[config.mk]
export PLATFORM = sky130hd
export DESIGN_NAME = dmem_port_arbiter
export DESIGN_NICKNAME = d
export VERILOG_FILES = /design/src/rtl/dmem_port_arbiter_pkg.sv /design/src/rtl/rr_grant2.sv /design/src/rtl/dmem_port_arbiter.sv
export SDC_FILE = /design/constraint.sdc
export NUM_CORES = 1
export LEC_CHECK = 0
export CAP_MARGIN = 10
export CORE_AREA = 4 4 98 100
export CTS_CLUSTER_SIZE = 28
export DETAILED_ROUTE_END_ITERATION = 8
export DIE_AREA = 0 0 102 104
export PLACE_DENSITY = 0.73
export SYNTH_ARGS = -nofsm -noshare
export SYNTH_HDL_FRONTEND = slang
export SYNTH_SLANG_ARGS = --single-unit
[constraint.sdc]
create_clock -name clk -period 1.91 [get_ports clk]
set_input_delay 0.382 -clock clk [delete_from_list [all_inputs] [get_ports clk]]
set_output_delay 0.382 -clock clk [all_outputs]
set_load 0.02 [all_outputs]
[src/rtl/dmem_port_arbiter_pkg.sv]
// Shared definitions for the data-memory port arbiter.
//   owner_t  : which requester owns a grant or a pending read response
//   WE_*     : BRAM byte-write-enable constants
package dmem_port_arbiter_pkg;

  typedef enum logic [1:0] {
    OWN_NONE = 2'b00,
    OWN_CORE = 2'b01,
    OWN_DMA  = 2'b10
  } owner_t;

  localparam logic [3:0] WE_NONE = 4'b0000;
  localparam logic [3:0] WE_WORD = 4'b1111;

endpackage

[src/rtl/rr_grant2.sv]
// Two-way round-robin pick with a DMA lock override. Purely combinational.
// Ports:
//   req        : bit 0 = core request, bit 1 = DMA request
//   last_owner : requester that received the most recent grant
//   lock_ok    : DMA burst lock may still win a contended cycle
//   gnt        : one-hot (or zero) grant, same bit order as req
module rr_grant2
  import dmem_port_arbiter_pkg::*;
(
  input  logic [1:0] req,
  input  owner_t     last_owner,
  input  logic       lock_ok,
  output logic [1:0] gnt
);

  always_comb begin
    gnt = 2'b00;
    case (req)
      2'b01: gnt = 2'b01;
      2'b10: gnt = 2'b10;
      2'b11: begin
        // With no history (NONE) the core wins, so only CORE as last owner
        // hands a contended cycle to the DMA without the lock.
        if (lock_ok || (last_owner == OWN_CORE)) gnt = 2'b10;
        else                                     gnt = 2'b01;
      end
      default: gnt = 2'b00;
    endcase
  end

endmodule

[src/rtl/dmem_port_arbiter.sv]
// Shares one single-port data BRAM between the core load/store port and a
// DMA/loader. Grants are combinational in the request cycle; read data comes
// back one cycle after the grant and is steered by a registered owner tag.
// Ports:
//   clk, rst                 : clock, async active-low reset
//   core_*                   : core request/grant/response, hold = core stall
//   dma_*                    : DMA request (with burst lock)/grant/response
//   mem_*                    : BRAM port (mem_rdata valid 1 cycle after read)
module dmem_port_arbiter
  import dmem_port_arbiter_pkg::*;
#(
  parameter int AWIDTH    = 14,
  parameter int DWIDTH    = 32,
  parameter int MAX_BURST = 4
) (
  input  logic              clk,
  input  logic              rst,

  input  logic              core_req,
  input  logic [3:0]        core_we,
  input  logic [AWIDTH-1:0] core_addr,
  input  logic [DWIDTH-1:0] core_wdata,
  output logic              core_gnt,
  output logic              core_rvalid,
  output logic [DWIDTH-1:0] core_rdata,
  output logic              hold,

  input  logic              dma_req,
  input  logic              dma_lock,
  input  logic [3:0]        dma_we,
  input  logic [AWIDTH-1:0] dma_addr,
  input  logic [DWIDTH-1:0] dma_wdata,
  output logic              dma_gnt,
  output logic              dma_rvalid,
  output logic [DWIDTH-1:0] dma_rdata,

  output logic              mem_en,
  output logic [3:0]        mem_we,
  output logic [AWIDTH-1:0] mem_addr,
  output logic [DWIDTH-1:0] mem_wdata,
  input  logic [DWIDTH-1:0] mem_rdata
);

  localparam logic [3:0] BURST_MAX = 4'(MAX_BURST);

  owner_t      last_owner;
  owner_t      rd_owner_q;
  logic        dma_gnt_q;
  logic [3:0]  burst_cnt;
  logic        rd_valid_q;

  logic        lock_ok;
  logic [1:0]  pick;
  logic        is_read;

  assign lock_ok = dma_lock & dma_gnt_q & (burst_cnt < BURST_MAX);

  rr_grant2 u_rr_grant2 (
    .req        ({dma_req, core_req}),
    .last_owner (last_owner),
    .lock_ok    (lock_ok),
    .gnt        (pick)
  );

  // Grants are masked while reset is asserted so no access leaks out during
  // the asynchronous reset window.
  assign core_gnt = rst & pick[0];
  assign dma_gnt  = rst & pick[1];
  assign hold     = core_req & ~core_gnt;

  always_comb begin
    mem_en    = core_gnt | dma_gnt;
    mem_we    = WE_NONE;
    mem_addr  = '0;
    mem_wdata = '0;
    if (core_gnt) begin
      mem_we    = core_we;
      mem_addr  = core_addr;
      mem_wdata = core_wdata;
    end else if (dma_gnt) begin
      mem_we    = dma_we;
      mem_addr  = dma_addr;
      mem_wdata = dma_wdata;
    end
  end

  assign is_read = (core_gnt && (core_we == WE_NONE)) ||
                   (dma_gnt  && (dma_we  == WE_NONE));

  always_ff @(posedge clk or negedge rst) begin
    if (!rst) begin
      last_owner <= OWN_NONE;
      dma_gnt_q  <= 1'b0;
      burst_cnt  <= 4'd0;
      rd_valid_q <= 1'b0;
      rd_owner_q <= OWN_CORE;
    end else begin
      if (core_gnt)     last_owner <= OWN_CORE;
      else if (dma_gnt) last_owner <= OWN_DMA;

      dma_gnt_q <= dma_gnt;

      if (!dma_gnt)                    burst_cnt <= 4'd0;
      else if (!dma_gnt_q)             burst_cnt <= 4'd1;
      else if (burst_cnt < BURST_MAX)  burst_cnt <= burst_cnt + 4'd1;

      rd_valid_q <= is_read;
      if (core_gnt)     rd_owner_q <= OWN_CORE;
      else if (dma_gnt) rd_owner_q <= OWN_DMA;
    end
  end

  assign core_rvalid = rd_valid_q & (rd_owner_q == OWN_CORE);
  assign dma_rvalid  = rd_valid_q & (rd_owner_q == OWN_DMA);
  assign core_rdata  = mem_rdata;
  assign dma_rdata   = mem_rdata;

endmodule

==> summary.md, run 1 <==
| Metric | Value |
|---|---|
| Post-route setup slack | `-0.209 ns` |
| Cell with the most instances after synthesis | `nand2_1` |
| IO buf count | `160` |
| Setup TNS | `-8.87 ns` |
| Global-route wire length before repair | `11.6 mm` |
| Clk Latency, worst-skew pair | `0.23 ns` |
| Worst Hold Class | `in -> async` |
| Via Count | `2,408` |
| Reg2Reg Capture Point | `burst_cnt[0]` |
| CORE AREA | `8680 µm²` |
| Unique masters post-synth | `28` |
| Synthesized area | `1810 µm²` |
| Worst Max-Slew Pin Slew | `0.316 ns` |
| CTS tree | `yes` |
| Final Hold Fails | `0` |
| Post-Layout Inst Area | `3800 µm²` |
| PwrDens | `432 nW/µm²` |
| WP depth | `6` |
| Maxcap violations | `0` |
| Final period util | `1.11` |
| Crit. Startpoint | `burst_cnt[2]` |
| DRT Pass-1 Iters | `5` |
| Crit path kind | `reg -> out` |
| Number of synthesized flops with an enable pin | `0` |
| Startpoint types | `register` |
| Yosys reg bits | `9` |
| Most numerous cell on the critical path | `buf_4` |
| End of the critical path | `mem_wdata[15]` |
| Die H | `104 µm` |
| Ys Warns | `0` |
| Share of cells above drive strength 1 | `0.353` |
| Clk buf depth | `2` |
| Mapped Nets | `426` |
| Leak pwr | `1.61 nW` |
| DRC | `0` |
| CTS H-Tree Depth | `1` |
| Synth top cells by count | `nand2_1, buf_4, o22ai_1` |
| RR Startpoint | `burst_cnt[2]` |
| Flop-to-flop setup slack | `0.35 ns` |
| Number of antenna repair diodes | `0` |
| Clock Sink Count | `9` |
| Outcome | `finished with violations` |
| Final setup viols | `51` |
| Leading area contributor after synthesis | `buf_4` |
| Final ANT Viol Nets | `0` |
| CP top delay family | `buffers and inverters` |
| Starting DRT DRC Count | `71` |
| Antenna violations before repair | `0` |
| Vias per cell | `4.74` |
| Worst Path Buf+Inv | `3` |
| CTS clock-pin slew for the worst setup and hold paths | `0.04 ns` |
| Clk root buf | `clkbuf_8` |
| IO Count | `257` |
| Register-to-Register Path Depth | `6` |
| Cells after Synth | `288` |
| Overflow left after global routing | `0` |
| VDD IR-drop max | `0.000159 V` |
| Vias in the first global route | `2,334` |
| Dpl ws | `-0.827 ns` |
| Starting Density | `0.208` |
| CTS Hold Bufs | `0` |
| Area post-placement | `3170 µm²` |
| CP Capture Type | `primary output` |
| Total power | `1.64 mW` |
| Crit-path max cell delay | `0.39 ns` |
| Pins over their slew limit | `0` |
| Gr usage total | `0.136` |
| Total placed cells including tap cells | `491` |
| Number of CTS-inserted buffers | `3` |
| RSZ-0062 raised after global routing | `true` |
| Die ar. | `10,600 µm²` |
| Sequential fraction of the synthesis area | `0.125` |
| Violated checks | `negative setup slack` |
| Finished Layout Cells | `508` |
| Hpwl dp | `6.35 mm` |
| Tmin final | `2.12 ns` |
| Drt wl/cell | `17.6 µm` |
| Syn-to-layout area delta | `110%` |
| Synth top area share | `0.266` |
| Layout Nets | `539` |
| Peak Freq | `472 MHz` |
| Dominant synthesized flop cell | `dfrtp_1` |
| Max FO, Critical Path | `12` |
| Asr flop ratio synth | `1.00` |
| Gpl congestion | `0.867` |
| Total Wirelength | `8.92 mm` |
| Arrival time worst endpoint | `1.74 ns` |
| Horiz. Die Dim | `102 µm` |
| Largest net degree at the start of global routing | `48` |
| Worst EP required | `1.53 ns` |
| Crit-path cells | `and4bb_4, o31ai_4, buf_4, buf_16, o22ai_1, buf_4` |
| Top cells by area, synth | `buf_4, nand2_1, o22ai_1` |
| Post-Synthesis Mean Instance Area | `6.28 µm²` |
| Slew HR | `0.787` |
| Core Rows | `34` |
| Worst Skew | `0.000369 ns` |
| Critical-path top delay cell | `dfrtp_1` |
-- per-stage QoR --
| step | util | hold WS (ns) |
|---|---|---|
| CTS | 0.390 | 0.101 |
| floorplan | - | 0.0864 |
| global route | 0.438 | 0.104 |
| finish | 0.438 | 0.105 |
| global placement | 0.365 | 0.346 |
| detailed placement | 0.365 | 0.348 |
-- layout make-up --
cell class              instances  area, µm²
clock buffers                   4       45.0
repair buffers                195       2050
multi-input cells             190       1340
well taps                     108        135
inverters                       2       7.51
flip-flops and latches          9        226
fillers                       850       4870
-- flip-flops by register name, summed over array words and instances (netlist names) --
name,cells
burst_cnt,4
dma_gnt_q,1
last_owner,2
rd_owner_q,1
rd_valid_q,1
-- worst min-delay path by stage --
stage | end | cells past startpoint
floorplan | burst_cnt[0] | 0
global placement | last_owner[1] | 2
detailed placement | last_owner[1] | 2
CTS | last_owner[1] | 2
global route | last_owner[1] | 2
finish | last_owner[1] | 2
-- timing repair --
item                                    in CTS  in global routing
pin swaps                                    4                  3
cloned                                       3                  3
gates resized for setup                    296                 66
endpoints found under the setup margin      55                 53
buffers inserted                             6                  1
-- power by group --
part	total [mW]	internal [mW]	switching, mW
registers	0.222	0.208	0.0142
clock network	0.220	0.145	0.0742
logic	1.20	0.648	0.552
-- per-layer routing --
metal	GRT usage	vias up	wire (µm)
met5	0	-	0
met4	0.0394	0	173
met3	0.0429	17	927
met2	0.260	152	4910
met1	0.138	1097	2910
li1	-	1142	-
-- layout by cell type, fill, tap and decap left out, drive strengths merged, types with 3 or more instances in the layout --
cell / n
nor2: 7
buf: 87
clkdlybuf4s50: 100
o22ai: 51
dlygate4sd2: 4
clkbuf: 6
a21oi: 5
dfrtp: 8
nand2: 104
a31oi: 3
nor2b: 3
-- kinds of logic (layout without fill, tap and decap cells) --
logic type / after synthesis / in the layout / share of synthesized area
adders and majority gates: 1 / 1 / 0.00692
and+or+nand+nor: 124 / 124 / 0.284
buffers and inverters: 89 / 201 / 0.345
xor gates and xnor gates: 1 / 1 / 0.00485
muxes: 1 / 1 / 0.00623
DFF: 9 / 9 / 0.125
AOI/OAI and AO/OA: 63 / 63 / 0.228
(Power assumes the default switching activity.)
==> run 2, diff against run 1 <==
- SETUP_SLACK_MARGIN: not set -> 0.05
==> run 2 against run 1 <==
  * The run still ends with negative setup slack left
  * Utilization hardly changed
  * Register-to-register slack better by 0.02 ns
  * Clock power about the same
  * Routed wire length is 0.54% higher
  * Critical path type unchanged
  * Largest power group unchanged
==> summary.md, run 2 (synthesis results as in run 1) <==
| Metric | Value |
|---|---|
| Layout Nets | `539 (unchanged)` |
| DRT Pass-1 Iters | `4 (-1)` |
| CTS clock-pin slew for the worst setup and hold paths | `0.04 ns (about the same)` |
| Die H | `104 µm (unchanged)` |
| Vias per cell | `4.74 (about the same)` |
| PwrDens | `432 nW/µm² (about the same)` |
| Top reg by flops | `burst_cnt` |
| Crit-path max cell delay | `0.39 ns (about the same)` |
| Outcome | `finished with violations` |
| Commonest cells after routing, fill and taps aside | `nand2_1, clkdlybuf4s50_1, buf_6` |
| DRC | `0 (unchanged)` |
| Number of antenna repair diodes | `0 (unchanged)` |
| Clock Sink Count | `9 (unchanged)` |
| CTS Hold Bufs | `0 (unchanged)` |
| Combinational Power Share | `0.731 (about the same)` |
| Largest net degree at the start of global routing | `48 (unchanged)` |
| Finished Layout Cells | `508 (unchanged)` |
| CORE AREA | `8680 µm² (unchanged)` |
| Critical-path top delay cell | `dfrtp_1` |
| Int Power | `1.00 mW (about the same)` |
| Vias in the first global route | `2,334 (unchanged)` |
| CP Capture Type | `primary output` |
| Flop-to-flop setup slack | `0.37 ns (+0.02 ns)` |
| Hpwl dp | `6.35 mm (unchanged)` |
| Startpoint types | `register` |
| Sequential cell area | `226 µm² (unchanged)` |
| Clock power share | `0.134 (about the same)` |
| Post-Layout Inst Area | `3810 µm² (about the same)` |
| Most numerous cell on the critical path | `buf_4` |
| Clk Latency, worst-skew pair | `0.23 ns (about the same)` |
| Global-route wire length before repair | `11.6 mm (unchanged)` |
| Leak pwr | `1.60 nW (-0.65%)` |
| Gpl congestion | `0.867 (unchanged)` |
| Starting Density | `0.208 (unchanged)` |
| Share of cells above drive strength 1 | `0.353 (unchanged)` |
| CTS H-Tree Depth | `1 (unchanged)` |
| Peak Freq | `471 MHz (-0.26%)` |
| Max FFs per register | `4 (unchanged)` |
| Final period util | `1.11 (+0.00285)` |
| Pins over their slew limit | `0 (unchanged)` |
| Worst Skew | `0.000444 ns (+0.0000748 ns)` |
| Clk root buf | `clkbuf_8` |
| Gr usage total | `0.136 (unchanged)` |
| IO buf count | `160 (unchanged)` |
| Most common cell after layout, fill and taps aside | `nand2_1` |
| Post-route setup slack | `-0.214 ns (-0.00544 ns)` |
| Fill cell count | `849 (-0.12%)` |
| Flop pwr share | `0.135 (about the same)` |
| Violated checks | `negative setup slack` |
| Arrival time worst endpoint | `1.74 ns (about the same)` |
| Core Rows | `34 (unchanged)` |
| Syn-to-layout area delta | `111% (about the same)` |
| RSZ-0062 raised after global routing | `true` |
| Switching pwr | `641 µW (+0.16%)` |
| Total power | `1.64 mW (+0.12%)` |
| Biggest regs | `burst_cnt (4), last_owner (2)` |
| Number of CTS-inserted buffers | `3 (unchanged)` |
| Final setup viols | `51 (unchanged)` |
| Crit path kind | `reg -> out` |
| Area post-placement | `3170 µm² (unchanged)` |
| Horiz. Die Dim | `102 µm (unchanged)` |
| Worst Hold Class | `in -> async` |
| Clk buf depth | `2 (unchanged)` |
| Max FO, Critical Path | `12 (unchanged)` |
| Overflow left after global routing | `0 (unchanged)` |
| Total Wirelength | `8.97 mm (+0.54%)` |
| Drt wl/cell | `17.7 µm (+0.54%)` |
| Final ANT Viol Nets | `0 (unchanged)` |
| Antenna violations before repair | `0 (unchanged)` |
| VDD IR-drop max | `0.000163 V (+2.6%)` |
| Multi-input gate area | `1340 µm² (unchanged)` |
| Total placed cells including tap cells | `491 (unchanged)` |
| Die ar. | `10,600 µm² (unchanged)` |
| Worst Max-Slew Pin Slew | `0.316 ns (+0.000111 ns)` |
| CTS tree | `yes` |
| Crit-path cells | `and4bb_4, o31ai_4, buf_4, buf_16, o22ai_1, buf_4` |
| Worst EP required | `1.53 ns (about the same)` |
| Tmin final | `2.12 ns (+0.00543 ns)` |
| Via Count | `2,409 (+0.042%)` |
| Slew HR | `0.787 (about the same)` |
| Switching Fraction | `0.390 (about the same)` |
| IO Count | `257 (unchanged)` |
| Final Hold Fails | `0 (unchanged)` |
| Maxcap violations | `0 (unchanged)` |
| Starting DRT DRC Count | `76 (+7.0%)` |
[run 2: area by class of cell]
| cell class | instances | area share |
|---|---|---|
| clock buffers | 4 | 0.0118 |
| inverters | 2 | 0.00197 |
| multi-input cells | 190 | 0.353 |
| flip-flops and latches | 9 | 0.0595 |
| well taps | 108 | 0.0355 |
| repair buffers | 195 | 0.539 |
[run 2: layer usage]
| layer | share of wire | global-route usage | vias to the layer above | wire, µm |
|---|---|---|---|---|
| met4 | 0.019 | 0.0394 | 0 | 173 |
| met2 | 0.55 | 0.260 | 156 | 4940 |
| met1 | 0.33 | 0.138 | 1096 | 2930 |
| met3 | 0.10 | 0.0429 | 17 | 934 |
| li1 | - | - | 1140 | - |
| met5 | 0 | 0 | - | 0 |
[run 2: what timing repair did]
item / CTS / global route
gates cloned: 3 / 3
gates resized for setup: 298 / 66
setup buffers: 6 / 2
pin swaps: 4 / 4
endpoints found under the setup margin: 56 / 53
[run 2: critical path: cells and delay by family, from the launching register on]
kind                   cells  cell delay, ns
buffers and inverters      3            0.50
AOI/OAI and AO/OA          2            0.26
DFF                        1            0.39
and+or+nand+nor            1            0.36
[run 2: worst paths after layout]
| check | from | end | cells past startpoint |
|---|---|---|---|
| min | rst | last_owner[1] | 2 |
| max reg2reg | burst_cnt[2] | burst_cnt[0] | 6 |
| max | burst_cnt[2] | mem_wdata[15] | 6 |
| max in group asynchronous | rst | rd_owner_q[0] | 2 |
| min reg2reg | rd_owner_q[0] | rd_owner_q[0] | 2 |
| min in group clk | rd_owner_q[0] | rd_owner_q[0] | 2 |
[run 2: power by group through the flow]
| stage | clock network, mW | registers (mW) | logic [mW] |
|---|---|---|---|
| 2_1_floorplan | 0 | 0.220 | 0.593 |
| 3_3_place_gp | 0 | 0.221 | 0.917 |
| 3_5_place_dp | 0 | 0.223 | 0.928 |
| 4_1_cts | 0.228 | 0.220 | 1.03 |
| 5_1_grt | 0.241 | 0.223 | 1.27 |
| 6_report | 0.220 | 0.222 | 1.20 |
[run 2: metrics by stage]
stage | util | setup slack [ns] | setup TNS (ns) | hold WS (ns)
after floorplan | - | 0.0867 | 0 | 0.0864
after global placement | 0.365 | -0.736 | -37.14 | 0.346
after detailed placement | 0.365 | -0.827 | -40.55 | 0.348
after CTS | 0.390 | -0.221 | -9.00 | 0.101
after global routing | 0.439 | -0.266 | -12.27 | 0.104
final | 0.439 | -0.214 | -8.91 | 0.103
